File: src/rtl/uart_tx_driver.sv
// uart_tx_driver: 8N1 UART transmitter with a circular byte FIFO.
// The bit timer runs on txclk, so one serial bit lasts CLKS_PER_BIT cycles.
// The FSM decides its next state combinationally. tx_out and tx_busy are then
// registered from that next state. As a result, the line changes on the same
// edge that the state changes, and no path runs from the inputs to tx_out.
module uart_tx_driver #(
    parameter int CLKS_PER_BIT = 16,
    parameter int FIFO_AW      = 4,
    parameter int STOP_BITS    = 1
) (
    input  logic               txclk,
    input  logic               reset_n,
    input  logic               tx_enable,
    input  logic [7:0]         tx_data,
    input  logic               tx_valid,
    output logic               tx_ready,
    output logic               tx_out,
    output logic               tx_busy,
    output logic [FIFO_AW:0]   fifo_level
);

    localparam int STOP_LEN = STOP_BITS * CLKS_PER_BIT;
    localparam int CNT_MAX  = (STOP_LEN > CLKS_PER_BIT) ? STOP_LEN : CLKS_PER_BIT;
    localparam int CNT_W    = (CNT_MAX > 2) ? $clog2(CNT_MAX) : 1;
    localparam int DEPTH    = 2 ** FIFO_AW;

    localparam logic [CNT_W-1:0]   CNT_ZERO  = {CNT_W{1'b0}};
    localparam logic [CNT_W-1:0]   CNT_ONE   = {{(CNT_W-1){1'b0}}, 1'b1};
    localparam logic [CNT_W-1:0]   BIT_LAST  = CNT_W'(CLKS_PER_BIT - 1);
    localparam logic [CNT_W-1:0]   STOP_LAST = CNT_W'(STOP_LEN - 1);
    localparam logic [FIFO_AW:0]   PTR_ONE   = {{FIFO_AW{1'b0}}, 1'b1};

    localparam logic [1:0] ST_IDLE  = 2'd0;
    localparam logic [1:0] ST_START = 2'd1;
    localparam logic [1:0] ST_DATA  = 2'd2;
    localparam logic [1:0] ST_STOP  = 2'd3;

    logic [1:0]         rst_sync_r;
    logic               rst_n_s;

    logic [7:0]         mem_r [DEPTH];
    logic [FIFO_AW:0]   wr_ptr_r;
    logic [FIFO_AW:0]   rd_ptr_r;
    logic [FIFO_AW:0]   level_r;
    logic               full_s;
    logic               empty_s;
    logic               push_s;
    logic               pop_s;
    logic [7:0]         rd_data_s;

    logic [1:0]         state_r;
    logic [1:0]         state_nx_s;
    logic [CNT_W-1:0]   cnt_r;
    logic [CNT_W-1:0]   cnt_nx_s;
    logic [2:0]         idx_r;
    logic [2:0]         idx_nx_s;
    logic [7:0]         sh_r;
    logic [7:0]         sh_nx_s;
    logic               tx_out_r;
    logic               tx_out_nx_s;
    logic               tx_busy_r;

    // Reset synchronizer: assertion is asynchronous and release is aligned to txclk
    always_ff @(posedge txclk or negedge reset_n) begin
        if (!reset_n) begin
            rst_sync_r <= 2'b00;
        end else begin
            rst_sync_r <= {rst_sync_r[0], 1'b1};
        end
    end

    assign rst_n_s = rst_sync_r[1];

    // The full and empty flags come only from the registered level, so a pop does not open a slot in the same cycle
    assign full_s     = level_r[FIFO_AW];
    assign empty_s    = (level_r == {(FIFO_AW+1){1'b0}});
    assign push_s     = tx_valid & ~full_s;
    assign rd_data_s  = mem_r[rd_ptr_r[FIFO_AW-1:0]];
    assign tx_ready   = ~full_s;
    assign fifo_level = level_r;
    assign tx_out     = tx_out_r;
    assign tx_busy    = tx_busy_r;

    // FIFO storage: write the byte being accepted. The contents need no reset
    always_ff @(posedge txclk) begin
        if (push_s) begin
            mem_r[wr_ptr_r[FIFO_AW-1:0]] <= tx_data;
        end else begin
            mem_r[wr_ptr_r[FIFO_AW-1:0]] <= mem_r[wr_ptr_r[FIFO_AW-1:0]];
        end
    end

    // FIFO pointers and level. A push and a pop in the same cycle leave the level unchanged
    always_ff @(posedge txclk or negedge rst_n_s) begin
        if (!rst_n_s) begin
            wr_ptr_r <= {(FIFO_AW+1){1'b0}};
            rd_ptr_r <= {(FIFO_AW+1){1'b0}};
            level_r  <= {(FIFO_AW+1){1'b0}};
        end else begin
            if (push_s) begin
                wr_ptr_r <= wr_ptr_r + PTR_ONE;
            end else begin
                wr_ptr_r <= wr_ptr_r;
            end
            if (pop_s) begin
                rd_ptr_r <= rd_ptr_r + PTR_ONE;
            end else begin
                rd_ptr_r <= rd_ptr_r;
            end
            case ({push_s, pop_s})
                2'b10:   level_r <= level_r + PTR_ONE;
                2'b01:   level_r <= level_r - PTR_ONE;
                default: level_r <= level_r;
            endcase
        end
    end

    // Frame sequencer next-state: bit timing, bit index, shifter and FIFO pop
    always_comb begin
        state_nx_s = state_r;
        cnt_nx_s   = cnt_r;
        idx_nx_s   = idx_r;
        sh_nx_s    = sh_r;
        pop_s      = 1'b0;
        case (state_r)
            ST_IDLE: begin
                if (tx_enable && !empty_s) begin
                    pop_s      = 1'b1;
                    sh_nx_s    = rd_data_s;
                    cnt_nx_s   = CNT_ZERO;
                    state_nx_s = ST_START;
                end else begin
                    cnt_nx_s   = CNT_ZERO;
                end
            end
            ST_START: begin
                if (cnt_r == BIT_LAST) begin
                    cnt_nx_s   = CNT_ZERO;
                    idx_nx_s   = 3'd0;
                    state_nx_s = ST_DATA;
                end else begin
                    cnt_nx_s   = cnt_r + CNT_ONE;
                end
            end
            ST_DATA: begin
                if (cnt_r == BIT_LAST) begin
                    cnt_nx_s = CNT_ZERO;
                    sh_nx_s  = {1'b0, sh_r[7:1]};
                    if (idx_r == 3'd7) begin
                        idx_nx_s   = 3'd0;
                        state_nx_s = ST_STOP;
                    end else begin
                        idx_nx_s   = idx_r + 3'd1;
                    end
                end else begin
                    cnt_nx_s = cnt_r + CNT_ONE;
                end
            end
            ST_STOP: begin
                if (cnt_r == STOP_LAST) begin
                    cnt_nx_s = CNT_ZERO;
                    if (tx_enable && !empty_s) begin
                        pop_s      = 1'b1;
                        sh_nx_s    = rd_data_s;
                        state_nx_s = ST_START;
                    end else begin
                        state_nx_s = ST_IDLE;
                    end
                end else begin
                    cnt_nx_s = cnt_r + CNT_ONE;
                end
            end
            default: begin
                cnt_nx_s   = CNT_ZERO;
                idx_nx_s   = 3'd0;
                state_nx_s = ST_IDLE;
            end
        endcase
    end

    // Line level for the state being entered: start bit low, data bit LSB first, idle and stop high
    always_comb begin
        tx_out_nx_s = 1'b1;
        case (state_nx_s)
            ST_START: tx_out_nx_s = 1'b0;
            ST_DATA:  tx_out_nx_s = sh_nx_s[0];
            default:  tx_out_nx_s = 1'b1;
        endcase
    end

    // Sequencer state and registered line outputs. Reset drives the line high at once
    always_ff @(posedge txclk or negedge rst_n_s) begin
        if (!rst_n_s) begin
            state_r   <= ST_IDLE;
            cnt_r     <= CNT_ZERO;
            idx_r     <= 3'd0;
            sh_r      <= 8'h00;
            tx_out_r  <= 1'b1;
            tx_busy_r <= 1'b0;
        end else begin
            state_r   <= state_nx_s;
            cnt_r     <= cnt_nx_s;
            idx_r     <= idx_nx_s;
            sh_r      <= sh_nx_s;
            tx_out_r  <= tx_out_nx_s;
            tx_busy_r <= (state_nx_s != ST_IDLE);
        end
    end

endmodule

File: config.mk
export PLATFORM = sky130hd
export DESIGN_NAME = uart_tx_driver
export DESIGN_NICKNAME = d
export VERILOG_FILES = /design/src/rtl/uart_tx_driver.sv
export SDC_FILE = /design/constraint.sdc
export NUM_CORES = 1
export LEC_CHECK = 0
export ABC_AREA = 1
export CORE_AREA = 2 2 117 119
export DETAILED_ROUTE_END_ITERATION = 12
export DIE_AREA = 0 0 119 121
export PLACE_DENSITY = 0.85
export SKIP_CTS_REPAIR_TIMING = 1
export SLEW_MARGIN = 40
export SYNTH_ARGS = -nofsm -noshare
export SYNTH_HDL_FRONTEND = slang
export SYNTH_SLANG_ARGS = --single-unit
File: constraint.sdc
create_clock -name txclk -period 0.95 [get_ports txclk]
set_input_delay 0.095 -clock txclk [delete_from_list [all_inputs] [get_ports txclk]]
set_output_delay 0.095 -clock txclk [all_outputs]
set_load 0.01 [all_outputs]
# Word level (Yosys, flattened, before mapping)
# Memories as Yosys holds them, arrays and structs flattened.
# Cells that the tools add are included.
[totals] memories=1 wordCells=72 ramBits=128 in_bits=12 reg_bits=36
[memory_table] memory="mem_r" words=16 word_bits=8 rd=1 rd_ports_with_merged_regs=0 write_ports=1 line_no="41" text="logic [7:0] mem_r [DEPTH];"
[classes] n_mux=26 eq_ne=13 n_reduce_logical=12 bitwise_logic=3 n_addsub=6
[op_table] cell="8-bit 2-to-1 mux" count=4
[op_table] cell="8-bit one-hot mux with 3 select lines" count=1
[op_table] cell="5-bit by 1-bit adder with 5-bit output (second input constant)" count=3
[op_table] cell="2-bit 2-to-1 mux" count=5
[op_table] cell="5-bit one-hot mux with 2 select lines" count=1
[op_table] cell="3-bit 2-to-1 mux" count=3
[op_table] cell="2-bit equality test (second input constant)" count=4
[op_table] cell="2-bit one-hot mux with 4 select lines" count=1
[op_table] cell="4-bit one-hot mux with 2 select lines" count=1
[op_table] cell="2-bit by 1-bit equality test with 1-bit output (second input constant)" count=3
[op_table] cell="1-bit 2-to-1 mux" count=6
[op_table] cell="2-bit != test (second input constant)" count=3
[op_table] cell="3-bit one-hot mux with 2 select lines" count=1
[op_table] cell="3-bit AND reduction" count=2
[op_table] cell="2-bit nonzero test" count=3
[op_table] cell="5-bit logical NOT" count=1
[op_table] cell="5-bit by 1-bit subtractor with 5-bit output (second input constant)" count=1
[op_table] cell="4-bit by 1-bit adder with 4-bit output (second input constant)" count=1
[op_table] cell="4-bit equality test (second input constant)" count=1
[op_table] cell="4-bit 2-to-1 mux" count=1
[op_table] cell="1-bit one-hot mux with 2 select lines" count=2
[op_table] cell="3-bit by 1-bit adder with 3-bit output (second input constant)" count=1
[op_table] cell="3-bit equality test (second input constant)" count=1
[op_table] cell="3-bit nonzero test" count=1
[op_table] cell="9 further kinds" count=9

# Logic depth before layout (Yosys ltp)
[depth] depth_word=8 depth_mapped=18 depth_no_buf=18

# Worst setup path after synthesis
# OpenSTA, ideal clock, no wires.
[synth_path] path_kind="reg-to-reg" start="register cnt_r[0]" end="register level_r[4] (netlist: fifo_level[4])" synth_period_minus_slack_ns=2.512 slack_ns=-1.562 t_arrival_ns=2.429 stages_incl_launch_ff=19 path_buffers=0 path_cell_list="dfrtp_1 -> ha_1 -> nand3_2 -> inv_2 -> a21oi_4 -> nor2_1 -> nand2_1 -> inv_2 -> ha_1 -> xor2_1 -> ha_1 -> inv_1 -> nand2_1 -> nand2_1 -> nand2_1 -> a21oi_1 -> xor2_1 -> nand2_1 -> o21ai_0"
[synth_between] elab_chain_cells=5 word_cells_on_any_way=7 classes_between="3 x eq/ne; 3 x mux; 1 x reduce/logical"
[synth_rtl] item="start: declaration" line_no="53" text="logic [CNT_W-1:0] cnt_r;"
[synth_rtl] item="start signal: assignment" line_no="202" text="cnt_r <= cnt_nx_s;"
[synth_rtl] item="4-bit equality test (*)" line_no="160" text="if (cnt_r == STOP_LAST) begin"
[synth_rtl] item="1-bit 2-to-1 mux (*)" line_no="160"
[synth_rtl] item="1-bit one-hot mux with 2 select lines (*)" line_no="125" text="case (state_r)"
[synth_rtl] item="named net pop_s" line_no="48" text="logic pop_s;"
[synth_rtl] item="2-bit by 1-bit equality test with 1-bit output / 2-bit equality test (equally long branches)" line_no="110" text="case ({push_s, pop_s})"
[synth_rtl] item="5-bit one-hot mux with 2 select lines / 2-bit nonzero test (equally long branches)"
[synth_rtl] item="end signal: assignment" line_no="111" text="2'b10: level_r <= level_r + PTR_ONE;"
[synth_rtl] item="end signal: assignment" line_no="112" text="2'b01: level_r <= level_r - PTR_ONE;"
[synth_rtl] item="end signal: assignment" line_no="113" text="default: level_r <= level_r;"
[synth_rtl] item="end: declaration" line_no="44" text="logic [FIFO_AW:0] level_r;"
# Mark *: on every way through the listed nets, which the timed path passes. The rest lies on a longest branch.
# A chain may end at the register's enable or synchronous reset.

# Worst setup path in the final report
[layout_path] start="register cnt_r[0]" end="register level_r[3] (netlist: fifo_level[3])"
# The elaborated chain is that of the path after synthesis.

==> flow_summary.ini <==
[placed_design]
port_buffers = 19
hpwl_mm = 10.8
placedInstanceArea_um2 = 8500
gp_congestion = 0.931
post-place-ws_ps = -1420

[setup_path]
rrSetupSlack_ps = -1570
timing.rr.end = fifo_level[3]
cp_top_family = simple AND/OR/NAND/NOR gates
crit_fanout = 4
arrival_ps = 2840
crit_path_end_kind = register
start_kind = register
r2r-start = cnt_r[0]
path_class = reg -> reg
reg2reg_depth = 15
critPathSlowestCell = dfrtp_1
worst-path-buf-inv = 3
cp.depth = 15
critPathRequiredTime_ps = 1270
crit_chain = ha_4, nand3_4, inv_4, a21oi_4, nor2_1, nand2_1, inv_2, ha_4, buf_4, xor2_4, nand3_1, nand3_1, o21ai_0, a21oi_1, nor2_1
critPathMaxStageDelay_ps = 400

[synthesis]
synth_seq_cells = 162
yosysUniqueCellTypes = 32
avgSynthCellArea_um2 = 10.7
synth_top_cell_area_share_pct = 53.9
syn_nets = 695
yosysTopAreaCell = edfxtp_1
synth.cell_area_um2 = 7140
ys_warn_count = 0
synthTopCellsByArea = edfxtp_1, dfrtp_1, nor2_1, nand2_1, nand3_1
yosysSeqAreaShare_pct = 65.8
syn_inst = 666

[timing]
hold_viol = 0
whs_ps = 217
min_period_over_period_pct = 266
fmax_mhz = 396
rsz0062_at_grt = true
fin_ws_ps = -1570
slew_violations = 0
period_minus_slack_ps = 2520
finalClockSkew_ps = 11.5
finalSetupViolations = 168

[routing]
viasPerCell = 6.45
drtIter0Drc = 1008
drc = 0
num_vias = 6350
wirelength_mm = 25.5
first_pass_iters = 8
wl_per_cell_um = 25.9
antenna_left = 0

[layout]
area.growth.synth_to_final_pct = 42.8
fin_util_pct = 77.9
drive_gt1_share_pct = 39.9
antenna_cells = 0
final_area_um2 = 10200
nets = 827

[global_route]
grt_start_max_net_pins = 41
antenna_found_initial = 0
grt_overflow_total = 0
grt_pass1_wl_mm = 27.0
grt_pass1_vias = 5408
grt.total_usage_pct = 24.7

[clocking]
cts_sinks = 162
insertion_delay_ps = 440
cts_tree = done
cts_buffers = 17
clkTransAtPathRegs_ps = 70
cts_max_path_buffers = 2
clock-root-buffer = clkbuf_16
h-tree-depth = 4

[die]
initial_utilization_pct = 54.5
die_h_um = 121
die_area_um2 = 14400
row_count = 42
coreArea_um2 = 13100
ios = 20
die_w_um = 119

[flow_run]
maxCapViolCount = 0

[pwr]
p_total_w = 0.0339
peakVddDrop_mv = 2.03
power_density_nw_per_um2 = 3320
total_leakage_power_nw = 4.00

[outcome]
status = finished with violations
failed_checks = setup timing

[worst_hold_path]
hp-class = reg -> async
==> sequential cells by signal, summed over array words and instances (netlist names) <==
name and cells:
mem_r 128, idx_r 3, wr_ptr_r 4, sh_r 8, rd_ptr_r 4, state_r 2, tx_out 1, tx_busy 1
fifo_level 5, cnt_r 4, rst_sync_r 2
==> routing by layer <==
layer | global-route usage, % | share of wire, % | up-vias
met5 | 0 | 0 | -
met4 | 11.2 | 6.9 | 0
met3 | 6.11 | 12 | 218
met2 | 42.1 | 49 | 668
met1 | 29.9 | 32 | 2945
li1 | - | - | 2519
==> report_power, final <==
part / internal, W / switching, W / total, W
Combinational: 0.00701 / 0.0103 / 0.0173
Sequential: 0.00868 / 0.000785 / 0.00947
Clock: 0.00413 / 0.00299 / 0.00712
==> how the worst max path moves through the flow <==
stage / slack, ps / endpoint / startpoint
2_1_floorplan: -1390 / fifo_level[4] / cnt_r[0]
3_3_place_gp: -1260 / fifo_level[4] / cnt_r[1]
3_5_place_dp: -1420 / fifo_level[4] / cnt_r[1]
4_1_cts: -1440 / fifo_level[4] / cnt_r[1]
5_1_grt: -1670 / fifo_level[4] / cnt_r[0]
6_report: -1570 / fifo_level[3] / cnt_r[0]
==> logic make-up (layout without fill, tap and decap cells) <==
group                      after synthesis  after routing  share of synthesized area (%)
DFF                                    162            162                           65.8
xor gates and xnor gates                14             14                           1.72
adders and majority gates               17             17                           2.98
buffers and inverters                   61            204                           4.35
other                                    1              1                         0.0526
AOI/OAI and AO/OA                       76             76                           5.87
and+or+nand+nor                        335            335                           19.2
==> placed cells by master (no fill, tap or decap), types with 10 or more instances in the layout <==
master / n
edfxtp_1: 128
nor2_1: 112
nand2_1: 99
buf_4: 73
nand3_2: 43
dfrtp_1: 28
buf_6: 27
nand3_1: 24
clkbuf_16: 23
o21ai_2: 22
nor2_4: 21
inv_1: 20
o21ai_1: 19
buf_12: 16
nand2_2: 12
o21ai_4: 12
clkdlybuf4s50_1: 11
nor2_2: 10
==> synth_stat cells <==
| cell | number |
|---|---|
| xor2_1 | 10 |
| buf_6 | 8 |
| a21oi_4 | 1 |
| nand4_1 | 3 |
| nand3_1 | 66 |
| inv_2 | 6 |
| a22o_1 | 2 |
| o31ai_1 | 1 |
| buf_2 | 14 |
| a21boi_1 | 1 |
| nor2_2 | 1 |
| nand3_2 | 2 |
| nand2_1 | 120 |
| xnor2_1 | 4 |
| ha_1 | 17 |
| clkbuf_1 | 2 |
| a21oi_1 | 8 |
| o211ai_1 | 3 |
| o21ai_2 | 2 |
| o21ai_0 | 18 |
| buf_1 | 1 |
| dfrtp_1 | 33 |
| nor3_1 | 1 |
| nor2_1 | 141 |
| clkinv_1 | 1 |
| inv_1 | 28 |
| buf_4 | 1 |
| o21ai_1 | 40 |
| dfstp_2 | 1 |
| nor2_4 | 1 |
| edfxtp_1 | 128 |
| conb_1 | 1 |
==> cell type report <==
type / count / area (um2)
flip-flops and latches: 162 / 4700
multi-input cells: 443 / 3040
fillers: 561 / 2900
repair buffers: 139 / 1480
clock buffers: 19 / 433
well taps: 176 / 220
inverters: 35 / 159
clock inverters: 11 / 156
==> per-stage QoR <==
| stage | TNS, ps | cells |
|---|---|---|
| 3_3_place_gp | -108200 | 925 |
| 2_1_floorplan | -67040 | 666 |
| 4_1_cts | -110860 | 955 |
| 3_5_place_dp | -114580 | 925 |
| 5_1_grt | -111750 | 985 |
| 6_report | -104410 | 985 |
(Power assumes the default switching activity.)
